$ cat config.mk
export PLATFORM = sky130hd
export DESIGN_NAME = sysver_boot_reader
export DESIGN_NICKNAME = d
export VERILOG_FILES = /design/src/rtl/sysver_boot_reader.sv
export SDC_FILE = /design/constraint.sdc
export NUM_CORES = 1
export LEC_CHECK = 0
export BUFFER_PORTS_ARGS = -buffer_cell sky130_fd_sc_hd__buf_2
export CAP_MARGIN = 0
export CORE_MARGIN = 2
export CORE_UTILIZATION = 55
export CTS_BUF_LIST = sky130_fd_sc_hd__clkbuf_2
export DETAILED_ROUTE_END_ITERATION = 10
export GPL_TIMING_DRIVEN = 0
export PLACE_DENSITY = 0.9
export SLEW_MARGIN = 5
export SYNTH_ARGS = -nofsm -noshare
export SYNTH_HDL_FRONTEND = slang
export SYNTH_SLANG_ARGS = --single-unit
$ cat constraint.sdc
create_clock -name pclk -period 8.2 [get_ports pclk]
set_clock_uncertainty 0.1 [all_clocks]
set_input_delay 0.82 -clock pclk [delete_from_list [all_inputs] [get_ports pclk]]
set_output_delay 0.82 -clock pclk [all_outputs]
set_load 0.005 [all_outputs]
$ cat src/rtl/sysver_boot_reader.sv
// rtl/sysver_boot_reader.sv - APB master that reads the system version slave and holds decoded fields
module sysver_boot_reader #(
    parameter int                   ADDRWIDTH     = 16,
    parameter logic [ADDRWIDTH-1:0] C_BASE_ADDR   = '0,
    parameter int                   C_TIMEOUT     = 16,
    parameter logic [15:0]          C_EXPECT_TYPE = 16'h0000
) (
    input  logic                 pclk,
    input  logic                 preset,
    input  logic                 start,
    output logic                 psel,
    output logic                 penable,
    output logic                 pwrite,
    output logic [ADDRWIDTH-1:0] paddr,
    output logic [31:0]          pwdata,
    input  logic [31:0]          prdata,
    input  logic                 pready,
    input  logic                 pslverr,
    output logic                 busy,
    output logic                 valid,
    output logic                 err,
    output logic [1:0]           err_code,
    output logic [1:0]           err_index,
    output logic [7:0]           ver_maj,
    output logic [7:0]           ver_min,
    output logic [31:0]          ver_build,
    output logic [15:0]          board_type,
    output logic [15:0]          board_rev,
    output logic                 board_match
);

    // Counter wide enough to hold C_TIMEOUT itself.
    localparam int TW = $clog2(C_TIMEOUT + 1);

    localparam logic [1:0] ERR_SLAVE   = 2'b01;
    localparam logic [1:0] ERR_TIMEOUT = 2'b10;

    typedef enum logic [2:0] {
        S_IDLE,
        S_SETUP,
        S_ACCESS,
        S_DONE,
        S_ERROR
    } state_t;

    state_t                 state_q, state_d;
    logic                   auto_q, auto_d;
    logic [1:0]             idx_q, idx_d;
    logic [TW-1:0]          tcnt_q, tcnt_d;
    logic [TW-1:0]          tcnt_inc;
    logic                   launch;

    logic                   psel_q, psel_d;
    logic                   penable_q, penable_d;
    logic [ADDRWIDTH-1:0]   paddr_q, paddr_d;
    logic                   busy_q, busy_d;
    logic                   valid_q, valid_d;
    logic                   err_q, err_d;
    logic [1:0]             err_code_q, err_code_d;
    logic [1:0]             err_index_q, err_index_d;
    logic [7:0]             ver_maj_q, ver_maj_d;
    logic [7:0]             ver_min_q, ver_min_d;
    logic [31:0]            ver_build_q, ver_build_d;
    logic [15:0]            board_type_q, board_type_d;
    logic [15:0]            board_rev_q, board_rev_d;
    logic                   board_match_q, board_match_d;

    // Next-state and next-output computation for the read sequencer.
    always_comb begin
        state_d       = state_q;
        auto_d        = auto_q;
        idx_d         = idx_q;
        tcnt_d        = tcnt_q;
        tcnt_inc      = tcnt_q + TW'(1);
        launch        = 1'b0;
        paddr_d       = paddr_q;
        valid_d       = valid_q;
        err_d         = err_q;
        err_code_d    = err_code_q;
        err_index_d   = err_index_q;
        ver_maj_d     = ver_maj_q;
        ver_min_d     = ver_min_q;
        ver_build_d   = ver_build_q;
        board_type_d  = board_type_q;
        board_rev_d   = board_rev_q;
        board_match_d = board_match_q;

        case (state_q)
            S_IDLE: begin
                if (auto_q || start) begin
                    launch = 1'b1;
                    auto_d = 1'b0;
                end
            end
            S_DONE, S_ERROR: begin
                if (start) begin
                    launch = 1'b1;
                end
            end
            S_SETUP: begin
                state_d = S_ACCESS;
            end
            S_ACCESS: begin
                if (pready) begin
                    if (pslverr) begin
                        state_d     = S_ERROR;
                        err_d       = 1'b1;
                        valid_d     = 1'b0;
                        err_code_d  = ERR_SLAVE;
                        err_index_d = idx_q;
                    end else begin
                        case (idx_q)
                            2'd0: begin
                                ver_maj_d = prdata[15:8];
                                ver_min_d = prdata[7:0];
                            end
                            2'd1: begin
                                ver_build_d = prdata;
                            end
                            default: begin
                                board_type_d = prdata[31:16];
                                board_rev_d  = prdata[15:0];
                            end
                        endcase
                        if (idx_q >= 2'd2) begin
                            state_d       = S_DONE;
                            valid_d       = 1'b1;
                            board_match_d = (prdata[31:16] == C_EXPECT_TYPE);
                        end else begin
                            idx_d   = idx_q + 2'd1;
                            state_d = S_SETUP;
                        end
                    end
                end else if (tcnt_inc == TW'(C_TIMEOUT)) begin
                    state_d     = S_ERROR;
                    err_d       = 1'b1;
                    valid_d     = 1'b0;
                    err_code_d  = ERR_TIMEOUT;
                    err_index_d = idx_q;
                end else begin
                    tcnt_d = tcnt_inc;
                end
            end
            default: begin
                state_d = S_IDLE;
            end
        endcase

        // A new sequence always begins at read 0 with status cleared; data fields persist.
        if (launch) begin
            state_d       = S_SETUP;
            idx_d         = 2'd0;
            valid_d       = 1'b0;
            err_d         = 1'b0;
            err_code_d    = 2'b00;
            err_index_d   = 2'b00;
            board_match_d = 1'b0;
        end

        // SETUP lasts one cycle, so landing there is always a SETUP entry.
        if (state_d == S_SETUP) begin
            tcnt_d  = '0;
            paddr_d = C_BASE_ADDR + ADDRWIDTH'({idx_d, 2'b00});
        end

        psel_d    = (state_d == S_SETUP) || (state_d == S_ACCESS);
        penable_d = (state_d == S_ACCESS);
        busy_d    = psel_d;
    end

    // State, counters and registered outputs; reset drops the bus immediately.
    always_ff @(posedge pclk or posedge preset) begin
        if (preset) begin
            state_q       <= S_IDLE;
            auto_q        <= 1'b1;
            idx_q         <= 2'd0;
            tcnt_q        <= '0;
            psel_q        <= 1'b0;
            penable_q     <= 1'b0;
            paddr_q       <= '0;
            busy_q        <= 1'b0;
            valid_q       <= 1'b0;
            err_q         <= 1'b0;
            err_code_q    <= 2'b00;
            err_index_q   <= 2'b00;
            ver_maj_q     <= 8'h00;
            ver_min_q     <= 8'h00;
            ver_build_q   <= 32'h0;
            board_type_q  <= 16'h0;
            board_rev_q   <= 16'h0;
            board_match_q <= 1'b0;
        end else begin
            state_q       <= state_d;
            auto_q        <= auto_d;
            idx_q         <= idx_d;
            tcnt_q        <= tcnt_d;
            psel_q        <= psel_d;
            penable_q     <= penable_d;
            paddr_q       <= paddr_d;
            busy_q        <= busy_d;
            valid_q       <= valid_d;
            err_q         <= err_d;
            err_code_q    <= err_code_d;
            err_index_q   <= err_index_d;
            ver_maj_q     <= ver_maj_d;
            ver_min_q     <= ver_min_d;
            ver_build_q   <= ver_build_d;
            board_type_q  <= board_type_d;
            board_rev_q   <= board_rev_d;
            board_match_q <= board_match_d;
        end
    end

    assign psel        = psel_q;
    assign penable     = penable_q;
    assign pwrite      = 1'b0;
    assign paddr       = paddr_q;
    assign pwdata      = 32'h0;
    assign busy        = busy_q;
    assign valid       = valid_q;
    assign err         = err_q;
    assign err_code    = err_code_q;
    assign err_index   = err_index_q;
    assign ver_maj     = ver_maj_q;
    assign ver_min     = ver_min_q;
    assign ver_build   = ver_build_q;
    assign board_type  = board_type_q;
    assign board_rev   = board_rev_q;
    assign board_match = board_match_q;

endmodule
Yosys cells after proc, flatten, opt, wreduce, memory -nomap -nowiden. Cells that the tools add are included.

Magnitude comparators: 1. Reductions and logical operators: 21. Add/sub/neg operators: 2. Bitwise operators: 2. Muxes and demuxes: 44. Equal/unequal tests: 13.

Operators with widths (number): 2-bit 2-to-1 mux (16); 5-bit 2-to-1 mux (4); 1-bit 2-to-1 mux (18); 16-bit logical NOT (1); 4-bit AND reduction (4); 3-bit 2-to-1 mux (4); 3-bit by 2-bit == test with 1-bit output, second input constant (3); 3-bit case mux with 3 select lines (1); 3-bit AND reduction (3); 2-bit nonzero test (4); 3-bit by 1-bit == test with 1-bit output, second input constant (2); 2-bit by 1-bit inequality test with 1-bit output, second input constant (3); 5-bit by 1-bit adder with 5-bit output, second input constant (1); 5-bit == test, second input constant (1); 4-bit by 1-bit inequality test with 1-bit output, second input constant (1); 2-bit OR reduction (2); 3-bit == test, second input constant (1); 3-bit logical NOT (1); 3-bit by 1-bit inequality test with 1-bit output, second input constant (1); 3-bit nonzero test (1); 3-bit OR reduction (1); 2-bit by 1-bit adder with 2-bit output, second input constant (1); 2-bit by 1-bit == test with 1-bit output, second input constant (1); 2-bit greater-or-equal comparator, second input constant (1); other kinds (5) (7).

Output and inout port bits: 139. Logic and storage cells: 100. Bits in registers: 102.

Depth between registers and ports, before layout. Gate-level depths: netlist of run 1.

Word-level depth: 9. Depth in mapped cells: 7.

Worst setup path after synthesis of run 1. OpenSTA, ideal clock, no wires.

Path type: input port to flip-flop. Start point: input pslverr. End point: register ver_maj_q[0] (netlist: ver_maj[0]). Buffers on the path: 2. Library setup time: 0.125 ns. Data required time: 7.975 ns. Cell stages on the path: 6. Data arrival time: 1.897 ns. Setup slack: 6.078 ns. Path through: and2b_1 and2_2 buf_8 nand2_4 buf_6 mux2_4.

Cells in the longest elaborated chain, start to end: 2.

Ends and longest elaborated chain: start: declaration (line 18) `input logic pslverr,`; 1-bit NOT (no line); 4-bit AND reduction (no line); end signal: assignment (line 205) `ver_maj_q <= ver_maj_d;`; end: declaration (line 61) `logic [7:0] ver_maj_q, ver_maj_d;`.

No other way between the ends. A chain may end at the register's enable or synchronous reset.

==> impl.org, run 1 <==
** Run status
- The run finished with clean final reports.

** Route
- For this block, the routed nets add up to 9.67 mm of wire.
- The routed layout has 3,060 vias.
- For this run, design rule violations remaining after detail routing come to 0.
- In this run, the number of DRC markers left after iteration 0 of detailed routing was 90.
- Via density :: 4.86
- Before antenna repair, the detailed router went through 4 iterations.
- In this run the remaining antenna-violating nets after routing total 0.
- In the final routed layout, each cell accounts on average for 15.4 µm.

** Timing
- Final critical delay including setup and external delays :: 2.09 ns
- Normalized max-slew margin :: 0.583
- Total negative slack :: 0 ns
- Number of pins with negative max-slew slack in the final report :: 0
- Highest clock rate :: 0.479 GHz
- Of the available clock period, the critical path in the final layout requires 0.254.
- Setup violations remaining at the end of the flow were counted as 0.
- Across all setup checks in the final design, the least slack found is 6.11 ns.
- Setup repair after global routing left no endpoint under its margin.
- Final worst hold slack :: around 0.21 ns
- Number of endpoints with negative hold slack in the final report :: 0
- At the pin with the least slew margin, the transition time is 0.625 ns.

** Layout
- At the end of the flow the core is filled with cells to 0.687.
- Fin cells :: 629
- Layout Nets :: 558
- Fill cell instance count of the final layout :: between 600 and 700
- Share of layout cells above drive strength 1 :: 0.562
- The area growth from synthesis to layout is 23.2%.
- In the layout the commonest cells are 128 x sky130_fd_sc_hd__buf_2, 101 x sky130_fd_sc_hd__dfrtp_1, 70 x sky130_fd_sc_hd__mux2_4, 48 x sky130_fd_sc_hd__buf_4, 47 x sky130_fd_sc_hd__conb_1.
- Commonest non-fill, non-tap cell in the layout :: sky130_fd_sc_hd__buf_2
- Cell area after layout :: 0.00590 mm²
- Antenna Cells :: 0

** Synthesis
- In this run, distinct cell masters in the synthesized netlist total 43.
- Yosys synthesis warning count :: 0
- Top_reg_cell synth :: sky130_fd_sc_hd__dfrtp_1
- Counting every instance in the synthesized netlist gives 331.
- The synthesized design contains 0 enable-type register cells.
- A synthesized cell averages about 14 µm².
- Register area share after synthesis :: 0.533
- Asr flop ratio synth :: 1.00
- The cell area that synthesis handed to floorplanning was 0.00479 mm².
- Synthesis inferred ~100 register bits.

** Critical path
- Grouping stages by cell kind, the critical path spends the most delay in flip-flops.
- In this design, the stage delay of the slowest critical-path cell is 0.42 ns.
- R2R setup slack :: 6.21 ns
- Combined buffer and inverter count along the critical path :: 2
- The largest individual stage delay along the critical path comes from the cell sky130_fd_sc_hd__dfrtp_1.
- Worst Setup Start Kind :: register
- Data arrives at the worst endpoint at about 1.2 ns.
- The critical path goes through buf_4 -> buf_2.
- STA classifies the critical path endpoint as a primary output.
- The critical path is of the register to primary output type.
- Data on the critical path is required at its endpoint by 7.28 ns.
- Along the worst path, the maximum fanout reaches 2.

** Die
- Vertical die dimension :: around 97 µm
- Width of the die :: approximately 100 µm
- 176 I/O pins were placed.
- After floorplanning, the core was divided into 34 placement rows.
- Initial Util :: 0.558
- The total area inside the core boundary comes to between 0.008 and 0.009 mm².
- The floorplan step defined a die boundary enclosing ~0.0095 mm².

** Clock network
- Clk_lat worst skew :: 0.54 ns
- Clock sink total :: 102
- Number of setup buffers added after CTS :: 0
- Clock tree from TritonCTS :: built
- The clock passes through at most 2 buffers.
- The clock tree synthesis step divided the H-tree into 3 levels.
- The tree is rooted in a sky130_fd_sc_hd__clkbuf_2.
- Post-CTS repair changed the size of 0 cells.
- Clock-pin slew was measured on the worst setup and hold paths at 0.28 ns.
- Clock tree synthesis inserted a total of 9 buffers.
- Hold buffer count at CTS :: 0

** Placement
- Place WS :: between 5 and 6 ns
- Total of buffers placed on input and output ports :: between 100 and 150
- Placed Cells :: 614
- RePlAce Congestion :: 0.780
- Detailed placement finished with a half-perimeter wire length of between 7 and 8 mm.
- Summing all placed instances gives a cell area of 0.00577 mm².

** Pwr
- The completed layout was analyzed and its total power is 1.47 mW.
- The analysis attributes to net switching a power of around 450 µW.
- The share of total power dissipated in the clock network is 0.181.
- Cell-internal power :: between 1 and 1.5 mW
- Share of total power in combinational logic :: 0.337
- Leak :: ~3.6 nW
- Of the total power, the share spent switching nets is 0.306.
- Power density of the placed cells :: ~250 mW/mm²
- VDD sags by at most approximately 0.12 mV.
- Register share of total power :: 0.482

** Job
- Max-cap violations in this run came to 0.

** Global route
- Overall routing resource usage :: 0.206
- Grt total ovfl :: 0
- Global-route wire length before repair :: between 15 and 20 mm
- The initial antenna violation count came to 0.
- The number of global-route vias before repair is 3,148.
- Entering global routing, the biggest net connects 54 pins.

** Min path
- The worst hold path belongs to the class primary input to async pin.
==> worst reg2reg max path: stages, from the launching register on <==
cell,delay (ns)
sky130_fd_sc_hd__dfrtp_1,0.52
sky130_fd_sc_hd__nor3b_4,0.31
sky130_fd_sc_hd__and2_2,0.21
sky130_fd_sc_hd__buf_8,0.13
sky130_fd_sc_hd__nand2_4,0.11
sky130_fd_sc_hd__buf_6,0.19
sky130_fd_sc_hd__mux2_4,0.31
==> kinds of logic after synthesis <==
family | Yosys count | share of synthesized area
DFF | 102 | 0.533
muxes | 85 | 0.254
buffers and inverters | 63 | 0.102
and+or+nand+nor | 46 | 0.0548
AOI/OAI and AO/OA | 26 | 0.0379
adders and majority gates | 4 | 0.0104
xor gates and xnor gates | 4 | 0.00731
other | 1 | 0.000783
==> routing by layer <==
metal	track usage	share of wire	wire, µm
met2	0.352	0.51	4900
met4	0.0662	0.013	127
met3	0.0360	0.055	536
met1	0.269	0.42	4100
met5	0	0	0
==> power by group through the flow <==
stage	sequential (mW)	clock [mW]	combinational, mW
2_1_floorplan	0.716	0	0.303
3_3_place_gp	0.705	0	0.481
3_5_place_dp	0.715	0	0.499
4_1_cts	0.707	0.272	0.500
5_1_grt	0.722	0.292	0.538
6_report	0.707	0.265	0.494
==> area by class of cell <==
class                   count  area [µm²]  area share
well taps                 108         135      0.0229
clock buffers              10        50.0     0.00848
clock inverters             5        85.1      0.0144
inverters                   6        25.0     0.00424
plain buffers              57         465      0.0788
flip-flops and latches    102        2550       0.433
repair buffers            129         668       0.113
multi-input cells         212        1920       0.325
==> state kept, by name, summed over array words and instances (netlist names), 2 cells and up <==
signal and count:
err_code 2, paddr 2, state_q 3, ver_build 32, idx_q 2, ver_maj 8, err_index 2, board_rev 16
tcnt_q 5, ver_min 8, board_type 16
==> Yosys cell counts (4+ instances only) <==
master,instances,share of area
sky130_fd_sc_hd__dfrtp_1,101,0.53
sky130_fd_sc_hd__mux2_4,70,0.22
sky130_fd_sc_hd__buf_4,48,0.075
sky130_fd_sc_hd__nand2_1,14,0.011
sky130_fd_sc_hd__mux2_2,10,0.024
sky130_fd_sc_hd__nor2_1,10,0.0078
sky130_fd_sc_hd__buf_6,8,0.019
sky130_fd_sc_hd__inv_1,6,0.0047
sky130_fd_sc_hd__a21oi_1,4,0.0042
sky130_fd_sc_hd__ha_1,4,0.010
sky130_fd_sc_hd__nor4_1,4,0.0052
sky130_fd_sc_hd__o21ai_1,4,0.0042
sky130_fd_sc_hd__xor2_1,4,0.0073
==> final timing paths <==
| path | from | endpoint | cells after the start |
|---|---|---|---|
| max in group asynchronous | preset | auto_q$_DFFE_PP1P_ | 3 |
| setup reg to reg | state_q[2]$_DFF_PP0_ | ver_min[5]$_DFFE_PP0P_ | 6 |
| min in group pclk | prdata[1] | ver_build[1]$_DFFE_PP0P_ | 2 |
| hold reg to reg | auto_q$_DFFE_PP1P_ | auto_q$_DFFE_PP1P_ | 1 |
| setup / recovery | busy$_DFF_PP0_ | psel | 2 |
| hold / removal | preset | board_rev[3]$_DFFE_PP0P_ | 2 |
Power figures use the tool's default switching activity.
==> inputs of run 2 (changes only) <==
--- a/config.mk
+++ b/config.mk
@@ -5,14 +5,15 @@
 export SDC_FILE = /design/constraint.sdc
 export NUM_CORES = 1
 export LEC_CHECK = 0
+export ABC_AREA = 1
 export BUFFER_PORTS_ARGS = -buffer_cell sky130_fd_sc_hd__buf_2
 export CAP_MARGIN = 0
 export CORE_MARGIN = 2
-export CORE_UTILIZATION = 55
+export CORE_UTILIZATION = 45
 export CTS_BUF_LIST = sky130_fd_sc_hd__clkbuf_2
 export DETAILED_ROUTE_END_ITERATION = 10
 export GPL_TIMING_DRIVEN = 0
-export PLACE_DENSITY = 0.9
+export PLACE_DENSITY = 0.8
 export SLEW_MARGIN = 5
 export SYNTH_ARGS = -nofsm -noshare
 export SYNTH_HDL_FRONTEND = slang
==> constraint.sdc (replaced) <==
create_clock -name pclk -period 1.7 [get_ports pclk]
set_clock_uncertainty 0.1 [all_clocks]
set_input_delay 0.17 -clock pclk [delete_from_list [all_inputs] [get_ports pclk]]
set_output_delay 0.17 -clock pclk [all_outputs]
set_load 0.005 [all_outputs]
==> run 2 against run 1 <==
  * The run now ends with setup timing left
  * Count of clock-buffer cells in the layout is 1 lower
  * Die area is 14% higher
  * Setup slack worse by 6.1 ns
  * Clock power grew to 4.8 times the previous value
  * Sequential power grew to 5.5 times the previous value
  * First-iteration DRC count is 120% higher
  * Hold slack better by 0.038 ns
  * Critical endpoint is now paddr[2]$_DFFE_PP0P_
==> impl.org, run 2 <==
** Route
- The violation count after the first detailed-routing iteration was 195 (was 90).
- The length of the first detailed-routing pass in iterations is 4 (unchanged).
- The number of nets with antenna violations after routing came to 0 (unchanged).
- Via total after detailed routing :: 4,122 (was 3,060)
- Routed length per placed instance :: 14.2 µm (was 15.4 µm)
- Via density :: 4.75 (was 4.86)
- Routed Wire Length :: 12.3 mm (was 9.67 mm)
- The total DRC errors in the routed layout came to 0 (unchanged).

** Timing
- The total of endpoints with negative setup slack in the final report was 5 (was 0).
- The number of endpoints with negative hold slack in the final report came to 0 (unchanged).
- Highest clock rate :: 0.578 GHz
- Number of pins with negative max-slew slack in the final report :: 0 (unchanged)
- The transition time of the tightest slew-check pin is 0.507 ns (was 0.625 ns).
- Worst Setup Slack, final :: -0.0309 ns (was 6.11 ns)
- After layout, the minimum clock period comes to roughly 1.7 ns.
- Of the available clock period, the critical path in the final layout requires 1.02.
- Normalized max-slew margin :: 0.661 (was 0.583)
- Unrepaired setup endpoints after global routing: yes (was no).

** Layout
- The growth of design area from synthesis to finish came to 41.6% (was 23.2%).
- The net total in the final layout is 770 (was 558).
- The layout cell share with drive strength beyond 1 was 0.373 (was 0.562).
- Commonest non-fill, non-tap cell in the layout :: sky130_fd_sc_hd__buf_2 (unchanged)
- Fill cell instance count of the final layout :: 791 (was 642)
- Fin cells :: 867 (was 629)
- Antenna Cells :: 0 (unchanged)
- The post-layout utilization of the core is 0.652 (was 0.687).
- The number of flip-flops in the largest register came to 32 (unchanged).
- Top library cells by usage in the layout, fill and taps aside :: 129 x sky130_fd_sc_hd__buf_2, 110 x sky130_fd_sc_hd__nand2_1, 99 x sky130_fd_sc_hd__dfrtp_1, 70 x sky130_fd_sc_hd__buf_4, 48 x sky130_fd_sc_hd__inv_1 (was 128 x sky130_fd_sc_hd__buf_2, 101 x sky130_fd_sc_hd__dfrtp_1, 70 x sky130_fd_sc_hd__mux2_4, 48 x sky130_fd_sc_hd__buf_4, 47 x sky130_fd_sc_hd__conb_1)

** Global route
- The initial antenna violation count came to 0 (unchanged).
- Global-route wire length before repair :: 19.2 mm (was 15.8 mm)
- Overall routing resource usage :: 0.220 (was 0.206)
- The total congestion overflow after global routing came to 0 (unchanged).
- The maximum number of pins on one net before global-route repair was 43 (was 54).
- The number of global-route vias before repair is 4,042 (was 3,148).

** Synthesis
- The cell with the most instances after synthesis is sky130_fd_sc_hd__nand2_1 (was sky130_fd_sc_hd__dfrtp_1).
- The instance count of the mapped netlist is 488 (was 331).
- The number of distinct library cells after synthesis came to 28 (was 43).
- Yosys synthesis warning count :: 0 (unchanged)
- Biggest area contributors in the synthesized netlist :: sky130_fd_sc_hd__dfrtp_1 56%, sky130_fd_sc_hd__nand2_1 9.8%, sky130_fd_sc_hd__o21ai_0 8.0% (was sky130_fd_sc_hd__dfrtp_1 53%, sky130_fd_sc_hd__mux2_4 22%, sky130_fd_sc_hd__buf_4 7.5%)
- Area fraction of the dominant cell type after synthesis :: 0.564 (was 0.528)
- Asr flop ratio synth :: 1.00 (unchanged)
- The post-synthesis area per instance is 9.18 µm² (was 14.5 µm²).
- The proportion of synthesized chip area in sequential cells was 0.570 (was 0.533).
- Post-synthesis register bit count :: 102 (unchanged)
- Top_reg_cell synth :: sky130_fd_sc_hd__dfrtp_1 (unchanged)
- The number of enable-type register cells in the synthesized netlist came to 0 (unchanged).
- The summed instance area of the synthesized netlist was 0.00448 mm² (was 0.00479 mm²).
- Top post-synthesis cells by count: 117 x sky130_fd_sc_hd__nand2_1, 101 x sky130_fd_sc_hd__dfrtp_1, 72 x sky130_fd_sc_hd__o21ai_0 (was 101 x sky130_fd_sc_hd__dfrtp_1, 70 x sky130_fd_sc_hd__mux2_4, 48 x sky130_fd_sc_hd__buf_4).
- The cell type contributing the most total cell area after synthesis was sky130_fd_sc_hd__dfrtp_1 (unchanged).

** Placement
- The number of buffers added on ports came to 128 (unchanged).
- The final weighted congestion of routability-driven global placement is 0.796 (was 0.780).
- HPWL after detailed placement :: 8.17 mm (was 7.27 mm)
- Placed Cells :: 797 (was 614)

** Clock network
- The H-tree depth is 3 (unchanged).
- The clock latency on the worst-skew pair came to 0.57 ns (was 0.54 ns).
- The clock input transition at the sequential cells of the worst setup and hold paths was 0.31 ns (was 0.28 ns).
- The TritonCTS sink count was 102 (unchanged).
- Library cell used as clock root buffer :: sky130_fd_sc_hd__clkbuf_2 (unchanged)
- The buffer levels on the longest clock path was 2 (unchanged).
- Clock tree from TritonCTS :: built (unchanged)
- Clock buffers created by TritonCTS :: 9 (unchanged)

** Pwr
- Power density of the placed cells :: 1370 mW/mm² (was 248 mW/mm²)
- The highest ir drop seen on vdd is 0.810 mV (was 0.120 mV).
- Leak :: 3.58 nW (was 3.55 nW)
- PnR Total Power :: 8.66 mW (was 1.47 mW)

** Min path
- The path type of the worst min-delay path is primary input to register (was primary input to async pin).

** Critical path
- Worst path arrival time :: 2.14 ns (was 1.17 ns)
- The worst path required time came to 2.11 ns (was 7.28 ns).
- The endpoint type of the worst setup path is a register (was primary output).
- The maximum fanout count along the critical path is 8 (was 2).
- The startpoint class of the critical path is a register (unchanged).
- The critical path class was register to register (was register to primary output).

** Job
- Max-cap violation count :: 0 (unchanged)

** Die
- Full die area :: 0.0108 mm² (was 0.00947 mm²)
- The number of top-level pins came to 176 (unchanged).
- The site row count was 36 (was 34).
- Initial Util :: 0.460 (was 0.558)
- Width of the die :: 104 µm (was 97.3 µm)
- The area of the core came to 0.00973 mm² (was 0.00859 mm²).
- Vertical die dimension :: 104 µm (was 97.3 µm)

** Run status
- Result of the run :: complete, but fails checks (was finished, final reports clean)
- The final reports fail on setup timing.
==> run 2: cell types whose count changed in the layout (fill, tap and decap cells not counted), moves of 7 or more <==
cell and delta:
sky130_fd_sc_hd__inv_1 +43, sky130_fd_sc_hd__nand3_1 +9, sky130_fd_sc_hd__dlygate4sd3_1 +38, sky130_fd_sc_hd__mux2_4 -70, sky130_fd_sc_hd__buf_4 +22, sky130_fd_sc_hd__nand2_1 +96
sky130_fd_sc_hd__o21ai_1 +37, sky130_fd_sc_hd__mux2_2 -10, sky130_fd_sc_hd__nor2_4 +7, sky130_fd_sc_hd__nand2_2 +11, sky130_fd_sc_hd__o21ai_0 +40
==> run 2: worst paths after layout <==
path / slack [ns] / end / start / cells after the start
max: -0.03 / paddr[2]$_DFFE_PP0P_ / tcnt_q[0]$_DFFE_PP0P_ / 11
max reg2reg: -0.03 / paddr[2]$_DFFE_PP0P_ / tcnt_q[0]$_DFFE_PP0P_ / 11
min in group asynchronous: 0.61 / err_index[1]$_DFFE_PP0P_ / preset / 4
min reg2reg: 0.42 / valid$_DFFE_PP0P_ / valid$_DFFE_PP0P_ / 2
min: 0.25 / ver_maj[2]$_DFFE_PP0P_ / prdata[10] / 4
max in group asynchronous: 0.29 / auto_q$_DFFE_PP1P_ / preset / 5
==> run 2: kinds of logic (layout without fill, tap and decap cells) <==
kind of cell,count (synthesis),count (layout),synth area share
other,1,47,0.000837
AO/OA/AOI/OAI,94,94,0.106
flip-flops,102,102,0.570
buffers and inverters,118,317,0.141
AND/OR/NAND/NOR,169,170,0.170
adder cells (fa/ha/maj),4,4,0.0112
==> run 2: cell type report <==
cell class	instances	area [µm²]	area share
tap	133	166	0.0262
timing repair buffer	183	1190	0.187
multi-input combinational	315	1600	0.252
clock buffer	9	45.0	0.00710
sequential	102	2560	0.403
inverter	55	213	0.0335
buffer	63	493	0.0777
clock inverter	7	85.1	0.0134
==> run 2: stage by stage <==
stage / hold slack, ns / instance area, µm² / TNS (ns) / setup WS, ns
CTS: -0.190 / 6070 / -0.0178 / -0.00927
global placement: 0.348 / 5460 / -37.11 / -0.369
floorplan: 0.233 / 4650 / 0 / 0.0449
detailed placement: 0.129 / 5500 / -1.55 / -0.162
global route: 0.215 / 6340 / -1.89 / -0.130
finish: 0.248 / 6340 / -0.0882 / -0.0309
==> run 2: where the power goes <==
group	total, mW	switching, mW	internal, mW
combinational	3.52	1.90	1.62
clock	1.26	0.885	0.376
sequential	3.87	0.546	3.33
total	8.66	3.33	5.33
==> run 2: timing repair <==
action	4_1_cts	5_1_grt
hold buffers	37	1
setup buffers	3	12
endpoints found under the setup margin	71	95
hold endpoints to repair	200	10
cloned	0	1
pin swaps	1	9
gates resized for setup	20	97
==> run 2: critical path: stages (launching register included) <==
cell and delay [ns]:
sky130_fd_sc_hd__dfrtp_1 0.49, sky130_fd_sc_hd__buf_4 0.17, sky130_fd_sc_hd__nand3_1 0.11, sky130_fd_sc_hd__nand2_1 0.10
sky130_fd_sc_hd__nand2_2 0.11, sky130_fd_sc_hd__nand3_4 0.11, sky130_fd_sc_hd__nand2_4 0.10, sky130_fd_sc_hd__nand2_2 0.06
sky130_fd_sc_hd__nand2_4 0.13, sky130_fd_sc_hd__nand2_4 0.08, sky130_fd_sc_hd__nand2_1 0.06, sky130_fd_sc_hd__nand2_1 0.05
==> run 2: metal layers <==
| layer | routed length (µm) | global-route usage | part of all wire |
|---|---|---|---|
| met2 | 6440 | 0.398 | 0.52 |
| met1 | 4710 | 0.249 | 0.38 |
| met4 | 266 | 0.0666 | 0.022 |
| met3 | 902 | 0.0686 | 0.073 |
| met5 | 0 | 0 | 0 |
==> inputs of run 3 (changes only) <==
--- a/config.mk
+++ b/config.mk
@@ -11,6 +11,7 @@
 export CORE_MARGIN = 2
 export CORE_UTILIZATION = 45
 export CTS_BUF_LIST = sky130_fd_sc_hd__clkbuf_2
+export CTS_CLUSTER_DIAMETER = 50
 export DETAILED_ROUTE_END_ITERATION = 10
 export GPL_TIMING_DRIVEN = 0
 export PLACE_DENSITY = 0.8
@@ -18,3 +19,4 @@
 export SYNTH_ARGS = -nofsm -noshare
 export SYNTH_HDL_FRONTEND = slang
 export SYNTH_SLANG_ARGS = --single-unit
+export TNS_END_PERCENT = 10
==> run 3 against run 2 <==
  * The flow still finishes with violations (setup timing)
  * First-iteration DRC count is 12% higher
  * Sequential share of layout area is 1.3 points lower
  * Largest power group unchanged
  * Critical endpoint is now ver_build[26]$_DFFE_PP0P_
  * Largest cell class unchanged
  * Power is 3.7% higher
  * Critical path depth is 2 lower
==> impl.org, run 3 (synthesis results as in run 2) <==
** Critical path
- Kind of end point of the critical path :: register (unchanged)
- The critical path class is register to register (unchanged).
- The endpoint of the lowest-slack register-to-register path is ver_build[26]$_DFFE_PP0P_ (was paddr[2]$_DFFE_PP0P_).
- The worst path required time came to 2.11 ns (about the same).
- The maximum fanout count along the critical path was 10 (was 8).
- Kind of cell adding the most delay to the critical path :: simple AND/OR/NAND/NOR gates (unchanged)
- Cell type with the highest occurrence count on the critical path :: sky130_fd_sc_hd__nor2_4
- R2R setup slack :: -0.04 ns (was -0.03 ns)
- Worst Setup Start Kind :: register (unchanged)
- The number of buffer and inverter stages on the critical path was 3 (was 1).
- Worst path arrival time :: 2.15 ns (was 2.14 ns)
- The beginning of the worst register-to-register path is state_q[1]$_DFF_PP0_ (was tcnt_q[0]$_DFFE_PP0P_).
- Cell count of the worst reg-to-reg path :: 9 (was 11)
- The cell at the slowest stage of the critical path is sky130_fd_sc_hd__dfrtp_1 (unchanged).
- Cell-by-cell trace of the critical path :: inv_2 -> nor2_4 -> nand2_4 -> nor2_4 -> buf_6 -> nand2_8 -> buf_8 -> nand2_1 -> o21ai_2 (was buf_4 -> nand3_1 -> nand2_1 -> nand2_2 -> nand3_4 -> nand2_4 -> nand2_2 -> nand2_4 -> nand2_4 -> nand2_1 -> nand2_1)
- Slowest cell delay on critical path :: 0.47 ns (was 0.49 ns)

** Placement
- HPWL after detailed placement :: 8.17 mm (unchanged)
- The placement-stage cell area was 0.00550 mm² (unchanged).
- RePlAce Congestion :: 0.796 (unchanged)
- The number of buffers added on ports came to 128 (unchanged).

** Timing
- Least-Margin Pin Slew :: 0.503 ns (was 0.507 ns)
- Number of endpoints with negative hold slack in the final report :: 0 (unchanged)
- Period utilisation layout :: 1.02 (about the same)
- The time the final worst path needs with I/O delays and setup is 1.74 ns (was 1.73 ns).
- The aggregate negative setup slack came to -0.496 ns (was -0.0882 ns).
- The worst setup margin was -0.0409 ns (was -0.0309 ns).
- Final setup vio count :: 29 (was 5)
- Unrepaired setup endpoints after global routing: yes (unchanged).
- Number of pins with negative max-slew slack in the final report :: 0 (unchanged)
- The upper clock frequency limit came to 0.574 GHz (was 0.578 GHz).
- Normalized max-slew margin :: 0.664 (was 0.661)

** Run status
- Failing checks :: setup timing (unchanged)
- Result of the run :: complete, but fails checks (unchanged)

** Pwr
- Clk network pwr share :: 0.139 (was 0.146)
- The switching share of power came to 0.391 (was 0.385).
- The power density of the placed cells came to 1370 mW/mm² (about the same).
- Share of total power in combinational logic :: 0.426 (was 0.407)
- The cell-internal power came to 5.47 mW (was 5.33 mW).
- The sequential share of power came to 0.435 (was 0.447).
- Leak :: 3.66 nW (was 3.58 nW)
- Largest voltage drop on the vdd net :: 0.791 mV (was 0.810 mV)
- The net switching power figure is 3.51 mW (was 3.33 mW).

** Job
- Max-cap violation count :: 0 (unchanged)

** Route
- The number of nets with antenna violations after routing is 0 (unchanged).
- The highest layer used for signal routing was met4 (unchanged).
- The violation count after the first detailed-routing iteration was 218 (was 195).
- First-pass iteration count of the detailed router :: 5 (was 4)
- Detailed route wirelength on metal3 :: 940 µm (was 902 µm)
- The total DRC errors in the routed layout was 0 (unchanged).
- The via density per instance came to 4.74 (was 4.75).
- The routed wire length was 12.6 mm (was 12.3 mm).
- The routed length per placed instance is 14.4 µm (was 14.2 µm).
- The met2 wire length was 6.57 mm (was 6.44 mm).
- Wl on met1 :: 4.76 mm (was 4.71 mm)
- Via total after detailed routing :: 4,135 (was 4,122)

** Die
- The number of top-level pins came to 176 (unchanged).
- Vertical die dimension :: 104 µm (unchanged)
- Standard-cell rows :: 36 (unchanged)
- Core area :: 0.00973 mm² (unchanged)
- Full die area :: 0.0108 mm² (unchanged)
- The effective utilization at floorplan came to 0.460 (unchanged).
- Width of the die :: 104 µm (unchanged)

** Layout
- The growth of design area from synthesis to finish came to 46.4% (was 41.6%).
- The post-route cell area was 0.00655 mm² (was 0.00634 mm²).
- The net total in the final layout is 775 (was 770).
- Fill cell instance count of the final layout :: 769 (was 791)
- Top library cells by usage in the layout, fill and taps aside :: 131 x sky130_fd_sc_hd__buf_2, 102 x sky130_fd_sc_hd__nand2_1, 99 x sky130_fd_sc_hd__dfrtp_1, 65 x sky130_fd_sc_hd__buf_4, 60 x sky130_fd_sc_hd__o21ai_1 (was 129 x sky130_fd_sc_hd__buf_2, 110 x sky130_fd_sc_hd__nand2_1, 99 x sky130_fd_sc_hd__dfrtp_1, 70 x sky130_fd_sc_hd__buf_4, 48 x sky130_fd_sc_hd__inv_1)
- The layout cell share with drive strength beyond 1 was 0.403 (was 0.373).
- Commonest non-fill, non-tap cell in the layout :: sky130_fd_sc_hd__buf_2 (unchanged)
- The number of flip-flops in the largest register was 32 (unchanged).

** Min path
- Class of the most critical hold timing path :: primary input to register (unchanged)
- Endpoint with the worst hold slack :: board_rev[5]$_DFFE_PP0P_ (was ver_maj[2]$_DFFE_PP0P_)
- Number of cells on the worst hold path :: 4 (unchanged)
- Hold Startpoint :: prdata[5] (was prdata[10])

** Clock network
- The TritonCTS clock tree is built (unchanged).
- The H-tree depth was 3 (unchanged).
- Clock edge transition at the registers on the reported setup and hold paths :: 0.30 ns (was 0.31 ns)
- The clock latency on the worst-skew pair was 0.57 ns (about the same).
- Clock sink total :: 102 (unchanged)
- Library cell used as clock root buffer :: sky130_fd_sc_hd__clkbuf_2 (unchanged)
- Clock buffers created by TritonCTS :: 9 (unchanged)
- Max clock buf depth :: 2 (unchanged)

** Global route
- Grt total ovfl :: 0 (unchanged)
- The global routing usage summed across all routing layers was 0.220 (unchanged).
- Antenna violations before repair :: 1 (was 0)
- The maximum number of pins on one net before global-route repair is 43 (unchanged).
- Via count of the first global-routing pass :: 4,045 (was 4,042)
- Global-route wire length before repair :: 19.2 mm (about the same)
## run 3: through the flow
step / utilization / hold slack, ns / setup WS [ns] / instances / total power, mW
floorplan: - / 0.233 / 0.0449 / 534 / 5.43
global placement: 0.561 / 0.348 / -0.369 / 795 / 6.64
detailed placement: 0.565 / 0.129 / -0.162 / 797 / 6.79
CTS: 0.623 / 0.225 / -0.0224 / 853 / 8.16
global route: 0.674 / 0.229 / -0.125 / 873 / 9.60
finish: 0.674 / 0.265 / -0.0409 / 873 / 8.98
## run 3: how the worst max path moves through the flow
stage | start | slack, ns | end | cells after the start
3_5_place_dp | tcnt_q[0]$_DFFE_PP0P_ | -0.16 | paddr[3]$_DFFE_PP0P_ | 11
4_1_cts | state_q[0]$_DFF_PP0_ | -0.02 | err_index[0]$_DFFE_PP0P_ | 10
5_1_grt | state_q[1]$_DFF_PP0_ | -0.12 | board_rev[15]$_DFFE_PP0P_ | 9
2_1_floorplan | tcnt_q[0]$_DFFE_PP0P_ | 0.04 | paddr[2]$_DFFE_PP0P_ | 11
6_report | state_q[1]$_DFF_PP0_ | -0.04 | ver_build[26]$_DFFE_PP0P_ | 9
3_3_place_gp | preset | -0.37 | board_rev[9]$_DFFE_PP0P_ | 2
## run 3: timing repair
action	4_1_cts	5_1_grt
hold endpoints to repair	200	0
hold buffers	37	0
cloned	0	4
setup endpoints to repair	71	95
resized for setup	16	170
buffers inserted	3	15
pin swaps	1	19
## run 3: area by class of cell
| cell class | count | area, µm² | share of cell area |
|---|---|---|---|
| Buffer | 63 | 505 | 0.0771 |
| Clock inverter | 7 | 85.1 | 0.0130 |
| Multi-Input combinational cell | 315 | 1730 | 0.264 |
| Antenna cell | 1 | 2.50 | 0.000382 |
| Clock buffer | 9 | 45.0 | 0.00687 |
| Timing Repair Buffer | 188 | 1250 | 0.190 |
| Inverter | 55 | 215 | 0.0328 |
| Sequential cell | 102 | 2560 | 0.390 |
| Tap cell | 133 | 166 | 0.0254 |
## run 3: layer usage
layer / GRT usage / up-vias
met3: 0.0642 / 27
met2: 0.398 / 193
met1: 0.249 / 1965
met5: 0 / -
li1: - / 1950
met4: 0.0724 / 0
## run 3: worst min-delay path, stage by stage
cell,delay (ns)
sky130_fd_sc_hd__dlygate4sd3_1,0.53
sky130_fd_sc_hd__buf_2,0.12
sky130_fd_sc_hd__inv_1,0.08
sky130_fd_sc_hd__o21ai_1,0.07
## run 3: power by group through the flow
stage	sequential [mW]	combinational (mW)	clock, mW
2_1_floorplan	3.93	1.49	0
3_3_place_gp	3.86	2.77	0
3_5_place_dp	3.90	2.89	0
4_1_cts	3.85	3.03	1.27
5_1_grt	4.01	4.22	1.37
6_report	3.91	3.83	1.25
